--- src/rtl/ntt_pkg.sv ---
// ntt_pkg: shared NTT datapath constants and coefficient type
package ntt_pkg;
  localparam int DATA_WIDTH = 12;
  localparam int Q = 3329;
  localparam int Q_HALF = (Q + 1) / 2;
  typedef logic [DATA_WIDTH-1:0] coeff_t;
endpackage

--- src/rtl/mod_half_lane.sv ---
// mod_half_lane: combinational x*2^-1 mod Q for odd Q, x in [0, Q)
module mod_half_lane #(
  parameter int DATA_WIDTH = ntt_pkg::DATA_WIDTH,
  parameter int Q = ntt_pkg::Q
) (
  input  logic [DATA_WIDTH-1:0] x,
  output logic [DATA_WIDTH-1:0] y
);
  import ntt_pkg::*;
  localparam logic [DATA_WIDTH-1:0] QH = DATA_WIDTH'((Q + 1) / 2);
  // (Q-1)/2 + (Q+1)/2 = Q, so the odd-case sum never overflows DATA_WIDTH
  assign y = {1'b0, x[DATA_WIDTH-1:1]} + (x[0] ? QH : '0);
endmodule

--- src/rtl/modular_half_pipe.sv ---
// modular_half_pipe: LANES-wide x*2^-k mod Q pipeline, MAX_K stages; MODHALF_RANGE_CHECK_EN adds the out_err range flag
module modular_half_pipe #(
  parameter int DATA_WIDTH = ntt_pkg::DATA_WIDTH,
  parameter int Q = ntt_pkg::Q,
  parameter int LANES = 4,
  parameter int MAX_K = 7,
  parameter int KW = 3
) (
  input  logic                        clk,
  input  logic                        rst_n,
  input  logic                        in_valid,
  output logic                        in_ready,
  input  logic [LANES*DATA_WIDTH-1:0] in_data,
  input  logic [KW-1:0]               in_k,
  output logic                        out_valid,
  input  logic                        out_ready,
  output logic [LANES*DATA_WIDTH-1:0] out_data,
  output logic                        out_err
);
  import ntt_pkg::*;
  localparam int W = LANES * DATA_WIDTH;
  logic live, adv;
  logic [MAX_K:0] v;
  logic [W-1:0] d [MAX_K+1];
  logic [W-1:0] hd [MAX_K];
  logic [KW-1:0] k [MAX_K];
  logic [KW-1:0] k_in;
  assign adv = !v[MAX_K] || out_ready;
  // live keeps in_ready low until the first edge after reset release
  assign in_ready = live && adv;
  assign k_in = 32'(in_k) > MAX_K ? KW'(MAX_K) : in_k;
  assign out_valid = v[MAX_K];
  assign out_data = d[MAX_K];
  for (genvar s = 0; s < MAX_K; s++) begin : g_stage
    for (genvar l = 0; l < LANES; l++) begin : g_lane
      mod_half_lane #(.DATA_WIDTH(DATA_WIDTH), .Q(Q)) u_half (
        .x(d[s][l*DATA_WIDTH +: DATA_WIDTH]),
        .y(hd[s][l*DATA_WIDTH +: DATA_WIDTH])
      );
    end
  end
  always_ff @(posedge clk or negedge rst_n) begin
    if (!rst_n) begin
      live <= 1'b0;
      v <= '0;
      for (int s = 0; s <= MAX_K; s++) d[s] <= '0;
      for (int s = 0; s < MAX_K; s++) k[s] <= '0;
    end else begin
      live <= 1'b1;
      if (adv) begin
        v <= {v[MAX_K-1:0], in_valid && in_ready};
        d[0] <= in_data;
        k[0] <= k_in;
        for (int s = 0; s < MAX_K; s++) d[s+1] <= k[s] != '0 ? hd[s] : d[s];
        for (int s = 0; s < MAX_K - 1; s++) k[s+1] <= k[s] != '0 ? k[s] - 1'b1 : k[s];
      end
    end
  end
`ifdef MODHALF_RANGE_CHECK_EN
  logic [MAX_K:0] e;
  logic err_in;
  always_comb begin
    err_in = 1'b0;
    for (int l = 0; l < LANES; l++) err_in = err_in | (32'(in_data[l*DATA_WIDTH +: DATA_WIDTH]) >= Q);
  end
  always_ff @(posedge clk or negedge rst_n) begin
    if (!rst_n) e <= '0;
    else if (adv) e <= {e[MAX_K-1:0], err_in && in_valid && in_ready};
  end
  assign out_err = e[MAX_K];
`else
  assign out_err = 1'b0;
`endif
endmodule

--- config.mk ---
export PLATFORM = sky130hd
export DESIGN_NAME = modular_half_pipe
export DESIGN_NICKNAME = d
export VERILOG_FILES = /design/src/rtl/ntt_pkg.sv /design/src/rtl/mod_half_lane.sv /design/src/rtl/modular_half_pipe.sv
export SDC_FILE = /design/constraint.sdc
export NUM_CORES = 1
export LEC_CHECK = 0
export ABC_AREA = 0
export CAP_MARGIN = 10
export CORE_ASPECT_RATIO = 0.5
export CORE_UTILIZATION = 35
export CTS_CLUSTER_SIZE = 8
export DETAILED_ROUTE_END_ITERATION = 10
export SYNTH_ARGS = -nofsm -noshare
export SYNTH_HDL_FRONTEND = slang
export SYNTH_SLANG_ARGS = --single-unit
--- constraint.sdc ---
create_clock -name clk -period 1.85 [get_ports clk]
set_clock_uncertainty 0.1 [all_clocks]
set_input_delay 0.4625 -clock clk [delete_from_list [all_inputs] [get_ports clk]]
set_output_delay 0.4625 -clock clk [all_outputs]
set_load 0.02 [all_outputs]
# Word level (Yosys, flattened, before mapping)

Index checks and enable logic that the tools add are counted.

Bits in registers: 414
Bits of input ports: 55
Output and inout port bits: 51

Add/subtract/negate cells: 34
Mux-type cells: 41
Reduce and logical (&&, ||, !) cells: 11

Operators with widths:

| operator                                          | count |
|---|---|
| adder 11 x 12 -> 12 bit                           | 28 |
| two-way mux 48 bit                                | 7 |
| two-way mux 11 bit                                | 28 |
| nonzero test 3 bit                                | 7 |
| two-way mux 3 bit                                 | 6 |
| subtractor 3 x 1 -> 3 bit (second input constant) | 6 |
| logical AND 1 bit                                 | 2 |
| logical NOT 1 bit                                 | 1 |
| logical OR 1 bit                                  | 1 |

# Logic depth before layout (Yosys ltp)

Gate-level depths: netlist (run 1).

Depth in word-level cells: 4
Depth in mapped cells: 10
Mapped depth without buffers: 7

# Cells and area by module

From an unflattened synthesis (run 1), not the netlist that was laid out.

Cells, all modules: 2,516
Area total of the unflattened synthesis: 28,962.8 um2

By module, submodules not included:

| module            | cells an instance | instances | area each (um2) |
|---|---|---|---|
| modular_half_pipe | 1,508             | 1         | 20,975.1 |
| mod_half_lane     | 36                | 28        | 285.3 |

# Worst setup path after synthesis (run 1)

No wires, ideal clock.

Path type: reg-to-reg
Start: register k[3] (netlist name)
End: register d[79] (netlist name)
Clock period less this slack: 1.958 ns
Cell stages (with the launch flop): 10
Required time: 1.629 ns
Setup slack: -0.108 ns
Buffers on the path: 3
Arrival time: 1.737 ns
Cell sequence: dfrtp_1 -> inv_1 -> ha_1 -> ha_1 -> clkbuf_1 -> inv_1 -> buf_2 -> buf_1 -> o21ai_0 -> a22o_1

Longest elaborated chain between the ends: 2

RTL lines:

| element            | RTL line                | source |
|---|---|---|
| from (decl)        | modular_half_pipe.sv:26 | `logic [KW-1:0] k [MAX_K];` |
| nonzero test 3 bit | modular_half_pipe.sv:54 | `for (int s = 0; s < MAX_K; s++) d[s+1] <= k[s] != '0 ? hd[s] : d[s];` |
| two-way mux 48 bit | modular_half_pipe.sv:54 |  |
| to (decl)          | modular_half_pipe.sv:24 | `logic [W-1:0] d [MAX_K+1];` |

No other way between the ends.
A chain may end at the register's enable or synchronous reset.

# Worst setup path after layout (run 1)

Start: register v[7]
End: output port in_ready

Longest elaborated chain between the ends: 3

RTL lines:

| element                | RTL line                | source |
|---|---|---|
| from (decl)            | modular_half_pipe.sv:23 | `logic [MAX_K:0] v;` |
| from (signal assigned) | modular_half_pipe.sv:51 | `v <= {v[MAX_K-1:0], in_valid && in_ready};` |
| logical NOT 1 bit      | modular_half_pipe.sv:28 | `assign adv = !v[MAX_K] \|\| out_ready;` |
| logical OR 1 bit       | modular_half_pipe.sv:28 |  |
| logical AND 1 bit      | modular_half_pipe.sv:30 | `assign in_ready = live && adv;` |
| to (decl)              | modular_half_pipe.sv:12 | `output logic in_ready,` |

No other way between the ends.

==> results.md, run 1 <==
* Reg power frac at 27.4%
* GRT overflow at 0
* CP Capture Type: output pin
* EDFF count, synth at 0
* Number of global-route vias before repair at 23.5k
* Initial Util at 35.6%
* Fill cell count at 7,010
* Clk slew on worst S/H paths at 0.05 ns
* Number of max-cap violations at 0
* Placed inst area at 31,600 um2
* Top-count cell post-synth: nand2_1
* Initial antenna violation count at 0
* Critical-path maximum fanout at 3
* DRC viols at 0
* Post-DR vias/cell at 5.52
* Core box area at 75,600 um2
* Synth top area share at 38.5%
* Area of the multi-input gates at 17,100 um2
* # nets final at 3,746
* Synth top area cells: dfrtp_1 (39%), ha_1 (7.3%), nand2_1 (6.6%)
* Design Area, Final at 36,000 um2
* Cell taking the most area after synthesis: dfrtp_1
* Cells on worst reg2reg path at 6
* Hold crit path type: in2async
* P_leak at 15.0 nW
* Io pins at 106
* Vias at 25.2k
* GPL Wtd Cong at 0.896
* Failing checks: negative setup slack
* GRT Resource Usage Total at 19.2%
* Clock latency on the worst-skew pair at 0.62 ns
* Hold slack at 0.205 ns
* Clk sink count at 414
* Die X at 394 um
* Root buffer cell: clkbuf_16
* Syn Inst Count at 3,157
* Cts bufs inserted at 57
* Final worst slack at -0.0766 ns
* Global-route wire length before repair at 125,000 um
* Total Die Area at 78,100 um2
* Synth cell types at 80
* Net switching fraction of the power at 43.6%
* WL/cell at 17.7 um
* Avg Inst Size Synth at 8.52 um2
* Syn_nets at 3,370
* Crit path launch type: register
* Synthesis-stage register bit count at 414
* Final hold vios at 0
* WL final at 80,800 um
* Final setup fails at 10
* CTS tree: yes
* Pwr Total at 71.5 mW
* First DRT Iteration DRCs at 1,885
* Req. time, crit path at 1.29 ns
* Die height at 198 um
* Pwr dens at 1990 nW/um2
* Async SR Flop Fraction at 100%
* Share of power burned in combinational logic at 59.4%
* Share of layout cells above drive strength 1 at 27.7%
* Arr. time, crit path at 1.36 ns
* Area growth from synthesis to layout at 33.7%
* Psw at 31.2 mW
* Slew Viols, Final at 0
* # port buffers at 104
* H-tree Lvls at 2
* Top_reg_cell synth: dfrtp_1
* Dpl ws at -0.558 ns
* Internal power at 40.4 mW
* Tcrit/Tclk final at 104%
* Clock power share at 13.2%
* Status: finished, violations left
* Syn Std Cell Area at 26,900 um2
* RSZ-0062 raised after global routing: true
* Largest net degree at the start of global routing at 65
* Final min period at 1.93 ns
* Dpl hpwl at 54,900 um
* Post-synthesis sequential area ratio at 38.5%
* Antenna cells at 0
* VDD IR max at 0.000882 V
* Final ANT Viol Nets at 0
* Synth warn at 0
* Core Rows at 71
* FF/Latch Area at 10,400 um2
* Max clock buf depth at 3
* Crit Path Class: reg2out
* Setup crit start: v[7]
* Fmax achieved at 519 MHz
* Most frequent cells after synthesis: nand2_1 (470), dfrtp_1 (414), o21ai_0 (266)
* Reg2reg start: d[132]
* First-pass DRT Iterations at 5
==> state kept, by name, indices dropped and copies added, names as in the netlist <==
register,count
d,336
out_data,48
live,1
k,21
v,8
==> cells in the final DEF, fill, tap and decap left out, types with 14 or more instances in the layout <==
master / instances
dfrtp_1: 389
o21ai_1: 19
ha_4: 67
nand4_1: 59
and4_1: 24
o31ai_2: 21
buf_6: 30
o21ai_0: 240
dfrtp_2: 25
clkbuf_16: 68
ha_1: 68
o31ai_4: 15
a21boi_0: 15
or3_4: 14
o211ai_1: 19
nor2_1: 179
inv_1: 39
nor3b_1: 22
buf_12: 42
inv_2: 16
mux2i_1: 66
a21oi_1: 183
nand3_1: 80
clkdlybuf4s15_2: 15
a21o_1: 33
o31ai_1: 64
a21oi_2: 15
mux2_2: 15
buf_2: 34
xnor2_1: 44
clkdlybuf4s50_1: 53
a211oi_1: 39
nand2_1: 464
or3_1: 64
a31oi_1: 72
nor3_1: 105
o21a_1: 16
buf_4: 419
ha_2: 23
and3_1: 42
==> critical path: stages, from the launching register on <==
cell      delay, ns
dfrtp_1        0.41
nand2b_4       0.10
and2_4         0.13
buf_6          0.10
==> final timing paths <==
| check | end | slack [ns] |
|---|---|---|
| worst max register to register | d[94] | -0.05 |
| worst max-delay path | in_ready | -0.08 |
| max in group asynchronous | d[156] | 0.66 |
| worst min-delay path | out_data[41] | 0.20 |
| min in group clk | d[336] | 0.27 |
| worst min register to register | v[7] | 0.35 |
==> power groups by stage <==
stage	registers, mW	clock network (mW)	logic [mW]
floorplan	16.6	0	24.3
global placement	18.7	0	35.0
detailed placement	18.9	0	35.7
CTS	19.0	9.61	37.0
global route	20.2	10.0	46.7
finish	19.6	9.42	42.5
==> layer usage <==
metal	vias up	track usage, %	part of all wire (%)
met3	131	2.51	4.7
met2	636	29.7	44
met1	12100	28.1	48
li1	12300	-	-
met4	0	4.80	2.4
met5	-	0	0
==> timing repair <==
action                                  CTS  global route
endpoints found under the setup margin  185           169
hold buffers                              1             0
cloned                                    0            11
pin swaps                                27           117
gates resized for setup                 299           351
hold endpoints to repair                158             0
buffers inserted                         14            55
==> cell type report <==
class / count / share of cell area (%)
Sequential cell: 414 / 28.9
Clock buffer: 59 / 4.07
Inverter: 56 / 0.598
Multi-Input combinational cell: 2397 / 47.5
Timing Repair Buffer: 607 / 15.3
Clock inverter: 1 / 0.0452
Tap cell: 1022 / 3.55
==> logic make-up after synthesis <==
kind of cell             count (synthesis)  synth area share [%]
AND/OR/NAND/NOR                       1193                  21.6
multiplexers                            96                  3.68
AO/OA/AOI/OAI                          899                  21.1
adder cells (fa/ha/maj)                158                  7.35
other                                    2                0.0279
XOR/XNOR                                48                  1.56
buffers and inverters                  347                  6.16
flip-flops                             414                  38.5
==> per-stage QoR <==
step	util (%)	setup TNS, ns	instances
floorplan	-	0	3157
global placement	41.8	-120.27	4419
detailed placement	41.8	-120.65	4419
CTS	44.5	-0.157	4494
global route	47.6	-2.70	4556
finish	47.6	-0.365	4556
Note: power is estimated with default switching activity, not from simulation.
==> run 2, diff against run 1 <==
==> constraint.sdc (replaced) <==
create_clock -name clk -period 1.85 [get_ports clk]
set_clock_uncertainty 0.1 [all_clocks]
set_input_delay 0.4625 -clock clk [delete_from_list [all_inputs] [get_ports clk]]
set_output_delay 0.4625 -clock clk [all_outputs]
set_load 0.05 [all_outputs]
==> run 2 against run 1 <==
  * The flow still finishes with violations (negative setup slack)
  * Global-route usage increased by 0.22 points
  * Sequential cell count unchanged
  * Total power increased by 4.4%
  * Clock power increased by 1%
  * Register-to-register slack got worse by 0.07 ns
  * Critical path type unchanged
  * Highest routed layer unchanged
==> results.md, run 2 (synthesis gave the netlist of run 1 again) <==
* Req. time, crit path at 1.29 ns (about the same)
* Clk sink count at 414 (unchanged)
* Most common cell after layout, fill and taps aside: nand2_1
* Number of flip-flops in the largest register at 336 (unchanged)
* Clk slew on worst S/H paths at 0.05 ns (about the same)
* Most frequent cells in the layout: nand2_1 (459), buf_4 (452), dfrtp_1 (387), o21ai_0 (207), nor2_1 (177)
* Initial antenna violation count at 0 (unchanged)
* Dpl hpwl at 55,800 um (+1.6%)
* # nets final at 3,771 (+0.67%)
* Final setup fails at 44 (+34)
* Max clock buf depth at 3 (unchanged)
* RSZ-0062 raised after global routing: true
* Vias at 25.2k (+0.14%)
* Final ANT Viol Nets at 0 (unchanged)
* Internal power at 41.8 mW (+3.5%)
* WL/cell at 17.8 um (+0.59%)
* Slew Viols, Final at 0 (unchanged)
* H-tree Lvls at 2 (unchanged)
* Global-route wire length before repair at 126,000 um (+0.65%)
* Hold path cells at 3
* Final min period at 1.99 ns (+0.0659 ns)
* CTS tree: yes
* Root buffer cell: clkbuf_16
* Psw at 32.9 mW (+5.5%)
* Initial Util at 35.6% (unchanged)
* # port buffers at 104 (unchanged)
* Arr. time, crit path at 1.43 ns (+0.07 ns)
* Post-DR vias/cell at 5.50 (-0.45%)
* Fmax achieved at 502 MHz (-3.3%)
* Status: finished, violations left
* Worst path cell trace: nand2b_4, and2_4, buf_12
* First-pass DRT Iterations at 5 (unchanged)
* VDD IR max at 0.000792 V (-10%)
* Failing checks: negative setup slack
* Largest net degree at the start of global routing at 61 (-6.2%)
* GRT Resource Usage Total at 19.4% (+0.22 points)
* P_leak at 15.4 nW (+2.6%)
* Pwr dens at 2030 nW/um2 (+2.3%)
* Io pins at 106 (unchanged)
* Final hold vios at 0 (unchanged)
* Crit Path Class: reg2out
* Dpl ws at -0.443 ns (+0.115 ns)
* Number of global-route vias before repair at 23.5k (+0.29%)
* GRT overflow at 0 (unchanged)
* CP Capture Type: output pin
* Share of power burned in combinational logic at 61.1% (+1.7 points)
* Total Die Area at 78,100 um2 (unchanged)
* Reg power frac at 26.1% (-1.3 points)
* Cts bufs inserted at 57 (unchanged)
* Largest Register: d
* Area growth from synthesis to layout at 36.5%
* Share of layout cells above drive strength 1 at 28.9% (+1.3 points)
* Cells after DPL at 4,444 (+0.57%)
* Tcrit/Tclk final at 108% (+3.6 points)
* Post-Layout Cell Count at 4,583 (+0.59%)
* Crit path launch type: register
* Core Rows at 71 (unchanged)
* Cells on worst reg2reg path at 9 (+3)
* WL final at 81,700 um (+1.2%)
* Clock latency on the worst-skew pair at 0.64 ns (+0.02 ns)
* Least-Margin Pin Slew at 0.519 ns
* Net switching fraction of the power at 44.0% (+0.46 points)
* First DRT Iteration DRCs at 2,087 (+11%)
* Core box area at 75,600 um2 (unchanged)
* Final worst slack at -0.143 ns (-0.0659 ns)
* Number of max-cap violations at 0 (unchanged)
* DRC viols at 0 (unchanged)
* Hold crit path type: in2reg
* Antenna cells at 0 (unchanged)
* Die height at 198 um (unchanged)
* Rel. slew slack at 65.4%
* Die X at 394 um (unchanged)
* Clock power share at 12.8% (-0.4 points)
* Crit path largest cell delay at 0.42 ns (about the same)
* GPL Wtd Cong at 0.864 (-3.7%)
* Critical-path maximum fanout at 2 (-1)
* Slowest-stage cell, CP: dfrtp_2
-- run 2: cell count changes in the layout (fill, tap and decap cells not counted), sizes merged --
cell / delta
buf: +36
bufbuf: +1
clkbuf: +4
clkdlybuf4s15: -15
clkdlybuf4s50: -1
clkinv: +1
clkinvlp: +1
dlymetal6s2s: +1
inv: -1
-- run 2: power by group through the flow --
stage / Clock [mW] / Combinational [mW] / Sequential, mW
6_report: 9.54 / 45.6 / 19.5
5_1_grt: 10.1 / 49.9 / 20.2
4_1_cts: 9.75 / 39.9 / 18.9
3_5_place_dp: 0 / 37.9 / 18.8
3_3_place_gp: 0 / 37.2 / 18.7
2_1_floorplan: 0 / 25.5 / 16.6
-- run 2: timing repair --
action / CTS / global route
setup buffers: 22 / 38
pin swaps: 21 / 94
gates resized for setup: 126 / 397
cloned: 2 / 16
hold endpoints to repair: 17 / 0
hold buffers: 1 / 0
endpoints found under the setup margin: 141 / 209
-- run 2: worst paths after layout --
path / to / slack, ns / start
max in group asynchronous: d[312] / 0.67 / rst_n
min: d[355] / 0.27 / in_data[19]
min reg2reg: v[6] / 0.36 / v[5]
max reg2reg: d[58] / -0.12 / k[4]
min in group asynchronous: out_data[33] / 0.28 / rst_n
max: in_ready / -0.14 / v[7]
-- run 2: layout make-up --
type,instances,area [um2]
multi-input cells,2397,17100
inverters,56,219
clock buffers,60,1470
clock inverters,2,38.8
fillers,6928,38900
flip-flops and latches,414,10400
well taps,1022,1280
repair buffers,632,6220
-- run 2: routing by layer --
metal,global-route usage [%],part of all wire (%),vias to the layer above
met4,4.70,2.2,0
li1,-,-,12300
met1,28.3,49,12100
met3,2.73,4.7,120
met2,30.1,44,608
met5,0,0,-
-- run 2: worst max-delay path: cells and delay by family (launching register included) --
kind / cells / cell delay [ns]
flops: 1 / 0.42
simple gates: 2 / 0.24
buf+inv: 1 / 0.13
-- run 2: metrics by stage --
step | utilization, % | power, mW | setup TNS [ns] | hold WS [ns] | instance area [um2]
6_report | 48.6 | 74.7 | -1.63 | 0.266 | 36700
3_5_place_dp | 42.3 | 56.7 | -108.36 | 0.346 | 32000
3_3_place_gp | 42.3 | 55.9 | -102.62 | 0.345 | 32000
5_1_grt | 48.6 | 80.1 | -5.34 | 0.257 | 36700
4_1_cts | 45.4 | 68.5 | -0.267 | 0.229 | 34300
2_1_floorplan | - | 42.1 | -0.0816 | 0.0669 | 27000
==> run 3, diff against run 2 <==
--- a/config.mk
+++ b/config.mk
@@ -11,6 +11,7 @@
 export CORE_UTILIZATION = 35
 export CTS_CLUSTER_SIZE = 8
 export DETAILED_ROUTE_END_ITERATION = 10
+export SLEW_MARGIN = 5
 export SYNTH_ARGS = -nofsm -noshare
 export SYNTH_HDL_FRONTEND = slang
 export SYNTH_SLANG_ARGS = --single-unit
==> results of run 3 <==
No change in the layout: final DEF, timing and power equal those of run 2.
